<file path="config.mk">
export PLATFORM = sky130hd
export DESIGN_NAME = mul_div_unit
export DESIGN_NICKNAME = d
export VERILOG_FILES = /design/src/rtl/mul_div_unit_pkg.sv /design/src/rtl/mul_div_core.sv /design/src/rtl/mul_div_unit.sv
export SDC_FILE = /design/constraint.sdc
export NUM_CORES = 1
export LEC_CHECK = 0
export BUFFER_PORTS_ARGS = -buffer_cell sky130_fd_sc_hd__buf_2
export CELL_PAD_IN_SITES_DETAIL_PLACEMENT = 0
export CELL_PAD_IN_SITES_GLOBAL_PLACEMENT = 2
export CORE_ASPECT_RATIO = 0.8
export CORE_MARGIN = 2
export CORE_UTILIZATION = 37
export CTS_CLUSTER_DIAMETER = 30
export CTS_CLUSTER_SIZE = 14
export DETAILED_ROUTE_END_ITERATION = 7
export GPL_ROUTABILITY_DRIVEN = 0
export PLACE_DENSITY_LB_ADDON = 0.1
export SLEW_MARGIN = 20
export SYNTH_ARGS = -nofsm -noshare
export SYNTH_HDL_FRONTEND = slang
export SYNTH_SLANG_ARGS = --single-unit
export TNS_END_PERCENT = 10
</file>
<file path="constraint.sdc">
create_clock -name clk -period 4.8 [get_ports clk]
set_clock_uncertainty 0.15 [all_clocks]
set_input_delay 0.96 -clock clk [delete_from_list [all_inputs] [get_ports clk]]
set_output_delay 0.96 -clock clk [all_outputs]
set_load 0.03 [all_outputs]
</file>
<file path="src/rtl/mul_div_unit_pkg.sv">
// Shared ISA constants for the HI/LO multiply/divide unit: funct codes,
// FSM state encodings and small funct-decode helpers.
package mul_div_unit_pkg;

  // ISA funct codes handled by the HI/LO unit
  localparam logic [5:0] FUN_MTHI  = 6'h11;
  localparam logic [5:0] FUN_MTLO  = 6'h13;
  localparam logic [5:0] FUN_MULT  = 6'h18;
  localparam logic [5:0] FUN_MULTU = 6'h19;
  localparam logic [5:0] FUN_DIV   = 6'h1A;
  localparam logic [5:0] FUN_DIVU  = 6'h1B;

  // FSM state encodings (kept as plain constants for legacy compatibility)
  localparam logic [1:0] ST_IDLE = 2'd0;
  localparam logic [1:0] ST_MUL  = 2'd1;
  localparam logic [1:0] ST_DIV  = 2'd2;
  localparam logic [1:0] ST_FIX  = 2'd3;

  typedef logic [1:0] state_t;

  // True for the four iterative operations
  function automatic logic fun_is_muldiv(input logic [5:0] f);
    return (f == FUN_MULT) || (f == FUN_MULTU) || (f == FUN_DIV) || (f == FUN_DIVU);
  endfunction

  // True for the divide flavours
  function automatic logic fun_is_div(input logic [5:0] f);
    return (f == FUN_DIV) || (f == FUN_DIVU);
  endfunction

  // True for the signed flavours, whose operands are taken as magnitudes
  function automatic logic fun_is_signed(input logic [5:0] f);
    return (f == FUN_MULT) || (f == FUN_DIV);
  endfunction

endpackage

</file>
<file path="src/rtl/mul_div_core.sv">
// Iterative datapath: one shift-add multiply step or one restoring-divide
// step per enabled cycle on unsigned magnitudes. A single 2*WIDTH
// accumulator serves both: {partial product, multiplier} for MUL and
// {remainder, dividend/quotient} for DIV.
module mul_div_core #(
  parameter int WIDTH = 32
) (
  input  logic               clk,
  input  logic               rst_n,
  input  logic               load,
  input  logic               load_div,
  input  logic               step,
  input  logic [WIDTH-1:0]   opa_abs,
  input  logic [WIDTH-1:0]   opb_abs,
  output logic [2*WIDTH-1:0] acc,
  output logic               last
);

  localparam int CW = $clog2(WIDTH);

  logic [2*WIDTH-1:0] acc_r;
  logic [WIDTH-1:0]   opnd_r;
  logic [CW-1:0]      cnt_r;
  logic               div_mode_r;

  logic [WIDTH:0]     mul_sum_s;
  logic [2*WIDTH-1:0] mul_next_s;
  logic [WIDTH:0]     div_shift_s;
  logic [WIDTH-1:0]   div_diff_s;
  logic               div_ge_s;
  logic [2*WIDTH-1:0] div_next_s;

  // Next accumulator value for one multiply step and one divide step
  always_comb begin
    mul_sum_s   = {1'b0, acc_r[2*WIDTH-1:WIDTH]};
    if (acc_r[0]) begin
      mul_sum_s = {1'b0, acc_r[2*WIDTH-1:WIDTH]} + {1'b0, opnd_r};
    end else begin
      mul_sum_s = {1'b0, acc_r[2*WIDTH-1:WIDTH]};
    end
    mul_next_s  = {mul_sum_s, acc_r[WIDTH-1:1]};

    div_shift_s = acc_r[2*WIDTH-1:WIDTH-1];
    div_ge_s    = (div_shift_s >= {1'b0, opnd_r});
    // only meaningful when div_ge_s, where the true difference fits WIDTH bits
    div_diff_s  = div_shift_s[WIDTH-1:0] - opnd_r;
    if (div_ge_s) begin
      div_next_s = {div_diff_s, acc_r[WIDTH-2:0], 1'b1};
    end else begin
      div_next_s = {div_shift_s[WIDTH-1:0], acc_r[WIDTH-2:0], 1'b0};
    end
  end

  // Load operands on accept, otherwise advance one iteration per step
  always_ff @(posedge clk or negedge rst_n) begin
    if (!rst_n) begin
      acc_r      <= {(2*WIDTH){1'b0}};
      opnd_r     <= {WIDTH{1'b0}};
      cnt_r      <= {CW{1'b0}};
      div_mode_r <= 1'b0;
    end else if (load) begin
      acc_r      <= load_div ? {{WIDTH{1'b0}}, opa_abs} : {{WIDTH{1'b0}}, opb_abs};
      opnd_r     <= load_div ? opb_abs : opa_abs;
      cnt_r      <= {CW{1'b0}};
      div_mode_r <= load_div;
    end else if (step) begin
      acc_r      <= div_mode_r ? div_next_s : mul_next_s;
      cnt_r      <= cnt_r + {{(CW-1){1'b0}}, 1'b1};
    end
  end

  assign acc  = acc_r;
  assign last = (cnt_r == CW'(WIDTH - 1));

endmodule

</file>
<file path="src/rtl/mul_div_unit.sv">
// HI/LO multiply/divide unit: FSM, sign handling, start/busy/done handshake
// and the architectural HI/LO registers. The iterative arithmetic lives in
// mul_div_core and always works on unsigned magnitudes; the FIX state
// restores signs and handles divide-by-zero before writing HI/LO.
module mul_div_unit
  import mul_div_unit_pkg::*;
#(
  parameter int WIDTH = 32
) (
  input  logic             clk,
  input  logic             rstN,
  input  logic             start,
  input  logic [5:0]       funct,
  input  logic [WIDTH-1:0] opA,
  input  logic [WIDTH-1:0] opB,
  input  logic             flush,
  output logic             busy,
  output logic             done,
  output logic [WIDTH-1:0] hi,
  output logic [WIDTH-1:0] lo
);

  // Two's-complement negation at operand width
  function automatic logic [WIDTH-1:0] neg_w(input logic [WIDTH-1:0] v);
    return ~v + {{(WIDTH-1){1'b0}}, 1'b1};
  endfunction

  // Two's-complement negation at product width
  function automatic logic [2*WIDTH-1:0] neg_2w(input logic [2*WIDTH-1:0] v);
    return ~v + {{(2*WIDTH-1){1'b0}}, 1'b1};
  endfunction

  state_t             state_r;
  state_t             next_state_s;
  logic               busy_r;
  logic               done_r;
  logic [WIDTH-1:0]   hi_r;
  logic [WIDTH-1:0]   lo_r;
  logic               neg_q_r;
  logic               neg_r_r;
  logic               div_zero_r;
  logic               fix_div_r;
  logic [WIDTH-1:0]   raw_a_r;

  logic               idle_s;
  logic               req_s;
  logic               accept_s;
  logic               is_div_s;
  logic               sa_s;
  logic               sb_s;
  logic [WIDTH-1:0]   a_abs_s;
  logic [WIDTH-1:0]   b_abs_s;
  logic               step_s;
  logic               last_s;
  logic [2*WIDTH-1:0] acc_s;
  logic [2*WIDTH-1:0] prod_s;
  logic [WIDTH-1:0]   quo_s;
  logic [WIDTH-1:0]   rem_s;

  // Request decode and operand magnitudes; flush always beats start
  always_comb begin
    idle_s   = (state_r == ST_IDLE);
    req_s    = idle_s && start && !flush;
    accept_s = req_s && fun_is_muldiv(funct);
    is_div_s = fun_is_div(funct);
    sa_s     = fun_is_signed(funct) && opA[WIDTH-1];
    sb_s     = fun_is_signed(funct) && opB[WIDTH-1];
    if (sa_s) begin
      a_abs_s = neg_w(opA);
    end else begin
      a_abs_s = opA;
    end
    if (sb_s) begin
      b_abs_s = neg_w(opB);
    end else begin
      b_abs_s = opB;
    end
    step_s   = ((state_r == ST_MUL) || (state_r == ST_DIV)) && !flush;
  end

  mul_div_core #(
    .WIDTH(WIDTH)
  ) u_core (
    .clk      (clk),
    .rst_n    (rstN),
    .load     (accept_s),
    .load_div (is_div_s),
    .step     (step_s),
    .opa_abs  (a_abs_s),
    .opb_abs  (b_abs_s),
    .acc      (acc_s),
    .last     (last_s)
  );

  // Sign restoration and divide-by-zero substitution for the FIX write
  always_comb begin
    if (neg_q_r) begin
      prod_s = neg_2w(acc_s);
    end else begin
      prod_s = acc_s;
    end
    if (div_zero_r) begin
      quo_s = {WIDTH{1'b1}};
      rem_s = raw_a_r;
    end else begin
      quo_s = neg_q_r ? neg_w(acc_s[WIDTH-1:0]) : acc_s[WIDTH-1:0];
      rem_s = neg_r_r ? neg_w(acc_s[2*WIDTH-1:WIDTH]) : acc_s[2*WIDTH-1:WIDTH];
    end
  end

  // FSM next-state: IDLE -> MUL|DIV for WIDTH steps -> FIX -> IDLE
  always_comb begin
    next_state_s = state_r;
    case (state_r)
      ST_IDLE: begin
        if (accept_s) begin
          next_state_s = is_div_s ? ST_DIV : ST_MUL;
        end else begin
          next_state_s = ST_IDLE;
        end
      end
      ST_MUL, ST_DIV: begin
        if (last_s) begin
          next_state_s = ST_FIX;
        end else begin
          next_state_s = state_r;
        end
      end
      ST_FIX:  next_state_s = ST_IDLE;
      default: next_state_s = ST_IDLE;
    endcase
  end

  // State and handshake registers; flush aborts without a done pulse
  always_ff @(posedge clk or negedge rstN) begin
    if (!rstN) begin
      state_r <= ST_IDLE;
      busy_r  <= 1'b0;
      done_r  <= 1'b0;
    end else if (flush) begin
      state_r <= ST_IDLE;
      busy_r  <= 1'b0;
      done_r  <= 1'b0;
    end else begin
      state_r <= next_state_s;
      busy_r  <= (next_state_s != ST_IDLE);
      done_r  <= (state_r == ST_FIX);
    end
  end

  // Capture result-sign flags and divide-by-zero info when an op is accepted
  always_ff @(posedge clk or negedge rstN) begin
    if (!rstN) begin
      neg_q_r    <= 1'b0;
      neg_r_r    <= 1'b0;
      div_zero_r <= 1'b0;
      fix_div_r  <= 1'b0;
      raw_a_r    <= {WIDTH{1'b0}};
    end else if (accept_s) begin
      neg_q_r    <= sa_s ^ sb_s;
      neg_r_r    <= is_div_s && sa_s;
      div_zero_r <= is_div_s && (opB == {WIDTH{1'b0}});
      fix_div_r  <= is_div_s;
      raw_a_r    <= opA;
    end
  end

  // HI/LO architectural registers: written only by MTHI/MTLO or the FIX cycle
  always_ff @(posedge clk or negedge rstN) begin
    if (!rstN) begin
      hi_r <= {WIDTH{1'b0}};
      lo_r <= {WIDTH{1'b0}};
    end else if ((state_r == ST_FIX) && !flush) begin
      if (fix_div_r) begin
        hi_r <= rem_s;
        lo_r <= quo_s;
      end else begin
        hi_r <= prod_s[2*WIDTH-1:WIDTH];
        lo_r <= prod_s[WIDTH-1:0];
      end
    end else if (req_s && (funct == FUN_MTHI)) begin
      hi_r <= opA;
    end else if (req_s && (funct == FUN_MTLO)) begin
      lo_r <= opA;
    end
  end

`ifndef SYNTHESIS
  // Simulation aid: report start requests carrying a funct this unit ignores
  always @(posedge clk) begin
    if (rstN && req_s && !fun_is_muldiv(funct) && (funct != FUN_MTHI) &&
        (funct != FUN_MTLO) && !$isunknown(funct)) begin
      $warning("mul_div_unit: ignoring start with funct 0x%02h", funct);
    end
  end
`endif

  assign busy = busy_r;
  assign done = done_r;
  assign hi   = hi_r;
  assign lo   = lo_r;

endmodule

</file>
==> reports/qor.txt, run 1 <==
status: complete, no violations
fin worst setup slack: 0.735 ns
kind of end point of the critical path: register
DRT Pass-1 Iters: 5
max_slew headroom: 0.247
Area contributors post-synth: dfrtp_1, nand2_1, mux2i_1, o21ai_0, xnor2_1
CP required: 5.12 ns
detailed-route DRC error count: 0
Seq/Total Area, Yosys: 0.288
Post-CTS Setup Inserts: 0
static leakage: 9.35 nW
drt wl/cell: 25.2 um
Die H: 200 um
share of the synthesized area in the top cell type: 0.288
CTS Sinks: 205
Initial DRC Count: 1,509
first-pass GRT wire length: 115 mm
detailed placement HPWL: 57.7 mm
post-synth cell types: 86
IO Port Bufs: 139
multi-input logic area: 0.0117 mm2
ratio of cells with drive above 1 in the final layout: 0.151
power per cell area: 534 mW/mm2
worst path arrival time: 4.39 ns
die width: 249 um
Post-DRT Antenna Nets: 0
Tmin final: 4.06 ns
Core ar.: 0.0473 mm2
total grt overflow: 0
Synth Register Bits: 205
Area after DPL: 0.0192 mm2
startpoint types: register
Async SR Flop Fraction: 1.00
I/O pins: 140
highest clock rate: 246 MHz
vias per cell: 5.95
Syn Inst Count: 2,304
synthesized area: 0.0178 mm2
register area: 0.00514 mm2
worst skew pair latency: 0.60 ns
Yosys warnings: 0
VDD IR-drop max: 269 uV
max_cap viols: 0
worst-case clock buffer depth: 3
initial antenna violation count: 2
CTS clock-pin slew for the worst setup and hold paths: 0.04 ns
Slew Limit Fails: 0
Hold Crit Class: primary input to async pin
Final Hold Viols: 0
TritonCTS clock tree: yes
hold_buf cts: 0
Worst Max-Slew Pin Slew: 1.12 ns
total power: 11.5 mW
ys flop type: dfrtp_1
Final nets: 2,541
H-tree levels: 3
total CTS buffers: 67
RSZ-0062 raised after global routing: no
post-route design area: 0.0215 mm2
Area Overhead vs Synth: 20.9%
Sum Neg Setup Slack: 0 ns
worst-path fanout max: 8
Final Cycle Share: 0.847
Mapped Nets: 2,452
pre-CTS setup slack: 0.864 ns
crit path kind: register to register
vias: 18,300
Post-synth EDFFs: 0
Final Core Density: 0.456
largest net degree at the start of global routing: 102
# fillers: 4,748
initial cell density of the core: 0.377
post-cts sizing count: 0
die area: 0.0499 mm2
number of global-route vias before repair: 17,600
Root Buffer: clkbuf_16
Total GRT Usage: 0.306
cell taking the most area after synthesis: dfrtp_1
final setup fails: 0
syn avg cell area: 7.73 um2
site row count: 71
WL final: 77.3 mm
-- cells by family after synthesis --
kind of cell               Yosys count  synth area share
and+or+nand+nor                    781             0.198
AOI/OAI and AO/OA                  681             0.245
buffers and inverters              254            0.0545
DFF                                205             0.288
xor gates and xnor gates           196            0.0964
muxes                              113            0.0645
adders and majority gates           74            0.0528
-- layout by cell type (no fill, tap or decap), types with 12 or more instances in the layout --
cell type / n
clkinv_2: 16
nand4_1: 18
o31ai_1: 28
a21o_1: 30
inv_1: 64
o21ai_0: 193
a32oi_1: 33
nor2_1: 175
buf_2: 138
xor2_1: 91
xnor2_1: 105
nand3_1: 30
nand2b_1: 14
nor4_1: 16
buf_4: 64
a211oi_1: 22
nor3_1: 38
and3_1: 13
a22o_1: 13
or3_1: 13
dfrtp_1: 201
o211ai_1: 52
nor2b_1: 12
nand2_1: 382
ha_1: 72
o221ai_1: 12
o22ai_1: 16
a31oi_1: 19
clkbuf_1: 12
a21oi_1: 170
clkbuf_16: 67
mux2_2: 15
mux2i_1: 98
-- state kept, by name, indices dropped and copies added (netlist names), 2 cells and up --
register,cells
raw_a_r,32
u_core.acc,64
u_core.opnd_r,32
lo,32
state_r,2
u_core.cnt_r,5
hi,32
-- per-stage QoR --
step / hold slack (ns) / std cells
5_1_grt: 0.343 / 3067
3_3_place_gp: 0.304 / 2944
2_1_floorplan: 0.287 / 2304
3_5_place_dp: 0.313 / 2944
4_1_cts: 0.321 / 3067
6_report: 0.273 / 3068
-- critical path: stages (launching register included) --
cell      delay, ns
dfrtp_1        0.46
nor4_1         0.98
nand3_1        0.45
or2_2          0.51
o41ai_2        0.56
nand2_1        0.28
xor2_1         0.23
o211ai_1       0.23
o21ai_1        0.10
-- cell usage after synthesis (11+ instances only) --
master and number:
buf_1 18, clkbuf_1 162, o211ai_1 52, o221ai_1 12, or3_1 13, dfrtp_1 205
o31ai_1 28, mux2i_1 98, nor2_1 176, nor2b_1 12, mux2_2 15, and3_1 14
a211oi_1 22, nand2b_1 15, and2_1 11, nand4_1 18, nand2_1 383, nor3_1 38
a21o_1 30, a22o_1 13, inv_1 64, a31oi_1 19, a21oi_1 171, o22ai_1 16
xnor2_1 105, nand3_1 30, ha_1 72, nor4_1 17, a32oi_1 33, xor2_1 91
o21ai_0 193
-- report_power, final --
group          internal (mW)  leakage (nW)  switching, mW
sequential              2.05          2.65          0.460
combinational           1.63          5.53           2.77
clock                   3.25          1.17           1.35
total                   6.93          9.35           4.58
-- worst paths after layout --
kind,from,endpoint,slack (ns),cells past startpoint
hold / removal,rstN,u_core.acc[57],0.27,1
min in group clk,raw_a_r[13],raw_a_r[13],0.32,2
max in group asynchronous,rstN,hi[31],3.16,2
setup reg to reg,u_core.acc[16],hi[7],0.74,8
hold reg to reg,raw_a_r[13],raw_a_r[13],0.32,2
setup / recovery,u_core.acc[16],hi[7],0.74,8
-- layer usage --
metal / share of wire / track usage
met1: 0.46 / 0.423
met2: 0.42 / 0.444
met3: 0.090 / 0.0966
met4: 0.036 / 0.116
met5: 0 / 0
-- layout make-up --
cell class | instances | area share
Antenna cell | 1 | 0.000116
Timing Repair Buffer | 207 | 0.0588
Multi-Input combinational cell | 1845 | 0.545
Inverter | 67 | 0.0117
Tap cell | 620 | 0.0360
Clock buffer | 89 | 0.0863
Sequential cell | 205 | 0.239
Clock inverter | 34 | 0.0235
(Power assumes the default switching activity.)
==> inputs of run 2 (changes only) <==
==> constraint.sdc (replaced) <==
create_clock -name clk -period 3.83 [get_ports clk]
set_clock_uncertainty 0.15 [all_clocks]
set_input_delay 0.766 -clock clk [delete_from_list [all_inputs] [get_ports clk]]
set_output_delay 0.766 -clock clk [all_outputs]
set_load 0.03 [all_outputs]
==> reports/qor.txt, run 2 (synthesis results as in run 1) <==
status: complete, no violations (unchanged)
max_cap viols: 0 (unchanged)
total grt overflow: 0 (unchanged)
Total GRT Usage: 0.303 (was 0.306)
drt wl/cell: 24.5 um (was 25.2 um)
Initial DRC Count: 1,711 (was 1,509)
CP required: 4.19 ns (was 5.12 ns)
cell mode on critical path: buf_4
worst-case clock buffer depth: 3 (unchanged)
highest clock rate: 270 MHz (was 246 MHz)
kind of end point of the critical path: register (unchanged)
Final Cycle Share: 0.966 (was 0.847)
detailed placement HPWL: 58.3 mm (was 57.7 mm)
detailed-route DRC error count: 0 (unchanged)
DRT Pass-1 Iters: 8 (was 5)
routed wl met3: 6.09 mm (was 6.99 mm)
total CTS buffers: 58 (was 67)
crit path kind: register to register (unchanged)
sw frac: 0.400 (was 0.398)
wl on met1: 36.0 mm (was 35.3 mm)
CTS Sinks: 205 (unchanged)
Crit-path slowest cell: a311oi_1 (was nor4_1)
initial cell density of the core: 0.377 (unchanged)
NetSw: 5.57 mW (was 4.58 mW)
VDD IR-drop max: 384 uV (was 269 uV)
Area Overhead vs Synth: 22.3% (was 20.9%)
Post-CTS Setup Inserts: 0 (unchanged)
Worst Max-Slew Pin Slew: 0.976 ns (was 1.12 ns)
die area: 0.0499 mm2 (unchanged)
vias per cell: 5.85 (was 5.95)
Comb power frac: 0.412 (was 0.382)
worst skew pair latency: 0.60 ns (about the same)
Die H: 200 um (unchanged)
Final nets: 2,602 (was 2,541)
worst path arrival time: 4.06 ns (was 4.39 ns)
Tmin final: 3.70 ns (was 4.06 ns)
Post-DRT Antenna Nets: 0 (unchanged)
die width: 249 um (unchanged)
Slew Limit Fails: 0 (unchanged)
H-tree levels: 2 (was 3)
Top delay family on crit path: compound AO/OA/AOI/OAI gates (was simple AND/OR/NAND/NOR gates)
TritonCTS clock tree: yes (unchanged)
Root Buffer: clkbuf_16 (unchanged)
worst-path fanout max: 3 (was 8)
most common cell after layout, fill and taps aside: nand2_1 (unchanged)
initial antenna violation count: 1 (was 2)
Hold WS: 0.0788 ns (was 0.273 ns)
clock power share: 0.368 (was 0.400)
Hold Crit Class: primary input to async pin (unchanged)
Core ar.: 0.0473 mm2 (unchanged)
sequential power share: 0.220 (was 0.218)
fin worst setup slack: 0.130 ns (was 0.735 ns)
Buf/Inv on CP: 4 (was 0)
top routing layer used: met4 (unchanged)
Critical Path Max Stage Delay: 0.60 ns (was 0.98 ns)
CTS clock-pin slew for the worst setup and hold paths: 0.04 ns (about the same)
ratio of cells with drive above 1 in the final layout: 0.171 (was 0.151)
antenna cells: 0 (was 1)
post-cts sizing count: 0 (unchanged)
crit-path cells: ha_1, inv_1, fa_1, nand2b_1, a211oi_1, o211ai_1, a311oi_1, buf_4, a21oi_1, buf_4, buf_4, nor4_1, a31o_2, o21ai_0, o211ai_1 (was nor4_1, nand3_1, or2_2, o41ai_2, nand2_1, xor2_1, o211ai_1, o21ai_1)
Final Hold Viols: 0 (unchanged)
site row count: 71 (unchanged)
number of global-route vias before repair: 17,800 (was 17,600)
max_slew headroom: 0.349 (was 0.247)
static leakage: 9.51 nW (was 9.35 nW)
power per cell area: 640 mW/mm2 (was 534 mW/mm2)
RSZ-0062 raised after global routing: no (unchanged)
largest net degree at the start of global routing: 104 (was 102)
I/O pins: 140 (unchanged)
WL met2: 32.4 mm (was 32.3 mm)
IO Port Bufs: 139 (unchanged)
pre-CTS setup slack: 0.103 ns (was 0.864 ns)
vias: 18,300 (about the same)
Largest register FFs: 64 (unchanged)
Sum Neg Setup Slack: 0 ns (unchanged)
first-pass GRT wire length: 115 mm (about the same)
CP Depth: 15 (was 8)
cells on worst reg2reg path: 15 (was 8)
startpoint types: register (unchanged)
final setup fails: 0 (unchanged)
most frequent cells in the layout: nand2_1, dfrtp_1, o21ai_0 (unchanged)
WL final: 76.5 mm (was 77.3 mm)
hold_buf cts: 0 (unchanged)
internal power: 8.36 mW (was 6.93 mW)
Final Core Density: 0.461 (was 0.456)
[run 2: changes by cell type in the layout (fill, tap and decap cells not counted), sizes merged]
cell / delta
diode: -1
inv: -1
buf: +70
clkbuf: -13
clkinv: -8
clkinvlp: +9
[run 2: power groups by stage]
| stage | Sequential (mW) | Clock (mW) | Combinational (mW) |
|---|---|---|---|
| finish | 3.06 | 5.13 | 5.75 |
| global route | 3.11 | 5.33 | 6.30 |
| CTS | 3.05 | 5.19 | 5.67 |
| detailed placement | 3.07 | 0 | 5.63 |
| global placement | 3.07 | 0 | 5.61 |
| floorplan | 3.00 | 0 | 3.69 |
[run 2: final cells by class]
type,count,area [um2]
clock buffer,76,1600
inverter,67,251
sequential,205,5140
multi-input combinational,1845,11700
fill,4764,25500
clock inverter,34,473
tap,620,776
timing repair buffer,277,1800
[run 2: final timing paths]
check	slack, ns	to	from
setup / recovery	0.13	u_core.acc[59]	u_core.opnd_r[0]
hold reg to reg	0.32	raw_a_r[15]	raw_a_r[15]
hold / removal	0.08	u_core.acc[57]	rstN
setup reg to reg	0.13	u_core.acc[59]	u_core.opnd_r[0]
max in group asynchronous	2.46	lo[20]	rstN
min in group clk	0.32	raw_a_r[3]	opA[3]
[run 2: per-stage QoR]
step                cell area (um2)  power [mW]  instances
detailed placement            19700        8.70       3014
global placement              19700        8.68       3014
finish                        21800        13.9       3124
CTS                           21800        13.9       3124
floorplan                     17800        6.70       2304
global route                  21800        14.7       3124
[run 2: worst register-to-register path: stages (launching register included)]
cell      delay [ns]
dfrtp_1         0.35
ha_1            0.20
inv_1           0.06
fa_1            0.39
nand2b_1        0.19
a211oi_1        0.31
o211ai_1        0.24
a311oi_1        0.60
buf_4           0.23
a21oi_1         0.07
buf_4           0.15
buf_4           0.13
nor4_1          0.16
a31o_2          0.13
o21ai_0         0.13
o211ai_1        0.13
[run 2: metal layers]
| layer | up-vias | track usage |
|---|---|---|
| met5 | - | 0 |
| met4 | 0 | 0.0901 |
| met3 | 108 | 0.0643 |
| met2 | 658 | 0.452 |
| met1 | 8914 | 0.437 |
| li1 | 8580 | - |
==> inputs of run 3 (changes only) <==
--- a/config.mk
+++ b/config.mk
@@ -8,7 +8,6 @@
 export BUFFER_PORTS_ARGS = -buffer_cell sky130_fd_sc_hd__buf_2
 export CELL_PAD_IN_SITES_DETAIL_PLACEMENT = 0
 export CELL_PAD_IN_SITES_GLOBAL_PLACEMENT = 2
-export CORE_ASPECT_RATIO = 0.8
 export CORE_MARGIN = 2
 export CORE_UTILIZATION = 37
 export CTS_CLUSTER_DIAMETER = 30
==> reports/qor.txt, run 3 (synthesis results as in run 1) <==
total grt overflow: 0 (unchanged)
Crit-path slowest cell: o21ai_0 (was a311oi_1)
cells on worst reg2reg path: 13 (was 15)
DRT Pass-1 Iters: 5 (was 8)
Tmin final: 3.70 ns (about the same)
worst-case clock buffer depth: 3 (unchanged)
final setup fails: 0 (unchanged)
TritonCTS clock tree: yes (unchanged)
hold_buf cts: 0 (unchanged)
Die H: 223 um (was 200 um)
max_slew headroom: 0.229 (was 0.349)
Slew Limit Fails: 0 (unchanged)
Final Core Density: 0.466 (was 0.461)
initial antenna violation count: 4 (was 1)
Largest register FFs: 64 (unchanged)
drt wl/cell: 24.2 um (was 24.5 um)
total CTS buffers: 68 (was 58)
die area: 0.0499 mm2 (about the same)
detailed-route DRC error count: 0 (unchanged)
Area Overhead vs Synth: 24.8% (was 22.3%)
kind of end point of the critical path: register (unchanged)
Worst Max-Slew Pin Slew: 1.15 ns (was 0.976 ns)
largest net degree at the start of global routing: 120 (was 104)
static leakage: 9.75 nW (was 9.51 nW)
most frequent cells in the layout: nand2_1, dfrtp_1, o21ai_0 (unchanged)
IO Port Bufs: 139 (unchanged)
detailed placement HPWL: 57.2 mm (was 58.3 mm)
Post-DRT Antenna Nets: 0 (unchanged)
H-tree levels: 3 (was 2)
vias: 18,300 (about the same)
CTS clock-pin slew for the worst setup and hold paths: 0.04 ns (about the same)
worst-path fanout max: 8 (was 3)
crit path kind: register to register (unchanged)
ratio of cells with drive above 1 in the final layout: 0.174 (was 0.171)
CTS Sinks: 205 (unchanged)
Total GRT Usage: 0.300 (was 0.303)
RSZ-0062 raised after global routing: no (unchanged)
Final nets: 2,604 (was 2,602)
first-pass GRT wire length: 113 mm (was 115 mm)
vias per cell: 5.86 (was 5.85)
crit-path cells: buf_4, ha_1, a211oi_1, o21ai_0, buf_4, buf_4, a311oi_1, nor2b_1, o21ai_0, o21ai_0, xor2_1, mux2i_1, o221ai_1 (was ha_1, inv_1, fa_1, nand2b_1, a211oi_1, o211ai_1, a311oi_1, buf_4, a21oi_1, buf_4, buf_4, nor4_1, a31o_2, o21ai_0, o211ai_1)
die width: 223 um (was 249 um)
WL final: 75.8 mm (was 76.5 mm)
Core ar.: 0.0476 mm2 (was 0.0473 mm2)
VDD IR-drop max: 322 uV (was 384 uV)
worst skew pair latency: 0.58 ns (was 0.60 ns)
Critical Path Max Stage Delay: 0.45 ns (was 0.60 ns)
Sum Neg Setup Slack: 0 ns (unchanged)
CP required: 4.11 ns (was 4.19 ns)
power per cell area: 679 mW/mm2 (was 640 mW/mm2)
max_cap viols: 0 (unchanged)
site row count: 80 (was 71)
Root Buffer: clkbuf_16 (unchanged)
worst path arrival time: 3.98 ns (was 4.06 ns)
most common cell after layout, fill and taps aside: nand2_1 (unchanged)
number of global-route vias before repair: 17,600 (was 17,800)
Hold Crit Class: primary input to async pin (unchanged)
Initial DRC Count: 1,877 (was 1,711)
highest clock rate: 270 MHz (about the same)
Final Cycle Share: 0.966 (about the same)
status: complete, no violations (unchanged)
startpoint types: register (unchanged)
initial cell density of the core: 0.374 (was 0.377)
Final Hold Viols: 0 (unchanged)
I/O pins: 140 (unchanged)
[run 3: cell count changes in the layout (fill, tap and decap cells not counted), moves of 3 or more]
cell / delta
buf_4: -8
bufinv_16: +5
clkbuf_1: -3
clkbuf_16: +13
clkbuf_8: +5
clkinvlp_4: -7
[run 3: per-layer routing]
layer,track usage,share of wire
met3,0.0573,0.067
met4,0.116,0.039
met2,0.458,0.44
met5,0,0
met1,0.419,0.45
[run 3: critical path, delay by kind of cell, from the launching register on]
family | cells | cell delay, ns
flip-flops | 1 | 0.36
XOR/XNOR | 1 | 0.18
adder cells (fa/ha/maj) | 1 | 0.33
AO/OA/AOI/OAI | 6 | 1.75
multiplexers | 1 | 0.14
AND/OR/NAND/NOR | 1 | 0.08
buffers and inverters | 3 | 0.57
[run 3: metrics by stage]
stage	power, mW	hold slack [ns]	instances	setup slack (ns)	instance area [um2]
after floorplan	6.70	0.287	2304	0.471	17800
after global placement	8.70	0.306	3001	0.126	19600
after detailed placement	8.71	0.312	3001	0.0949	19600
after CTS	15.1	0.0371	3126	0.0883	22200
after global routing	15.9	0.0643	3126	0.00413	22200
final	15.1	0.0400	3127	0.131	22200
[run 3: worst paths after layout]
check	startpoint	to	slack (ns)
max in group asynchronous	rstN	lo[24]	2.58
min	rstN	u_core.acc[47]	0.04
max	u_core.acc[33]	u_core.acc[44]	0.13
max reg2reg	u_core.acc[33]	u_core.acc[44]	0.13
min in group clk	raw_a_r[31]	raw_a_r[31]	0.32
min reg2reg	raw_a_r[31]	raw_a_r[31]	0.32
[run 3: layout make-up]
cell class | count | area [um2]
multi-input combinational | 1845 | 11700
timing repair buffer | 269 | 1740
fill | 4765 | 25400
clock inverter | 34 | 592
sequential | 205 | 5140
inverter | 67 | 251
tap | 615 | 769
clock buffer | 91 | 1980
antenna | 1 | 2.50
[run 3: power breakdown]
part / switching, mW / internal (mW)
combinational: 3.53 / 2.23
sequential: 0.478 / 2.57
clock: 1.68 / 4.61
total: 5.69 / 9.41
[run 3: what timing repair did]
action / CTS / global route
gates resized for setup: 0 / 1
buffers inserted: 0 / 0
endpoints found under the setup margin: 0 / 1
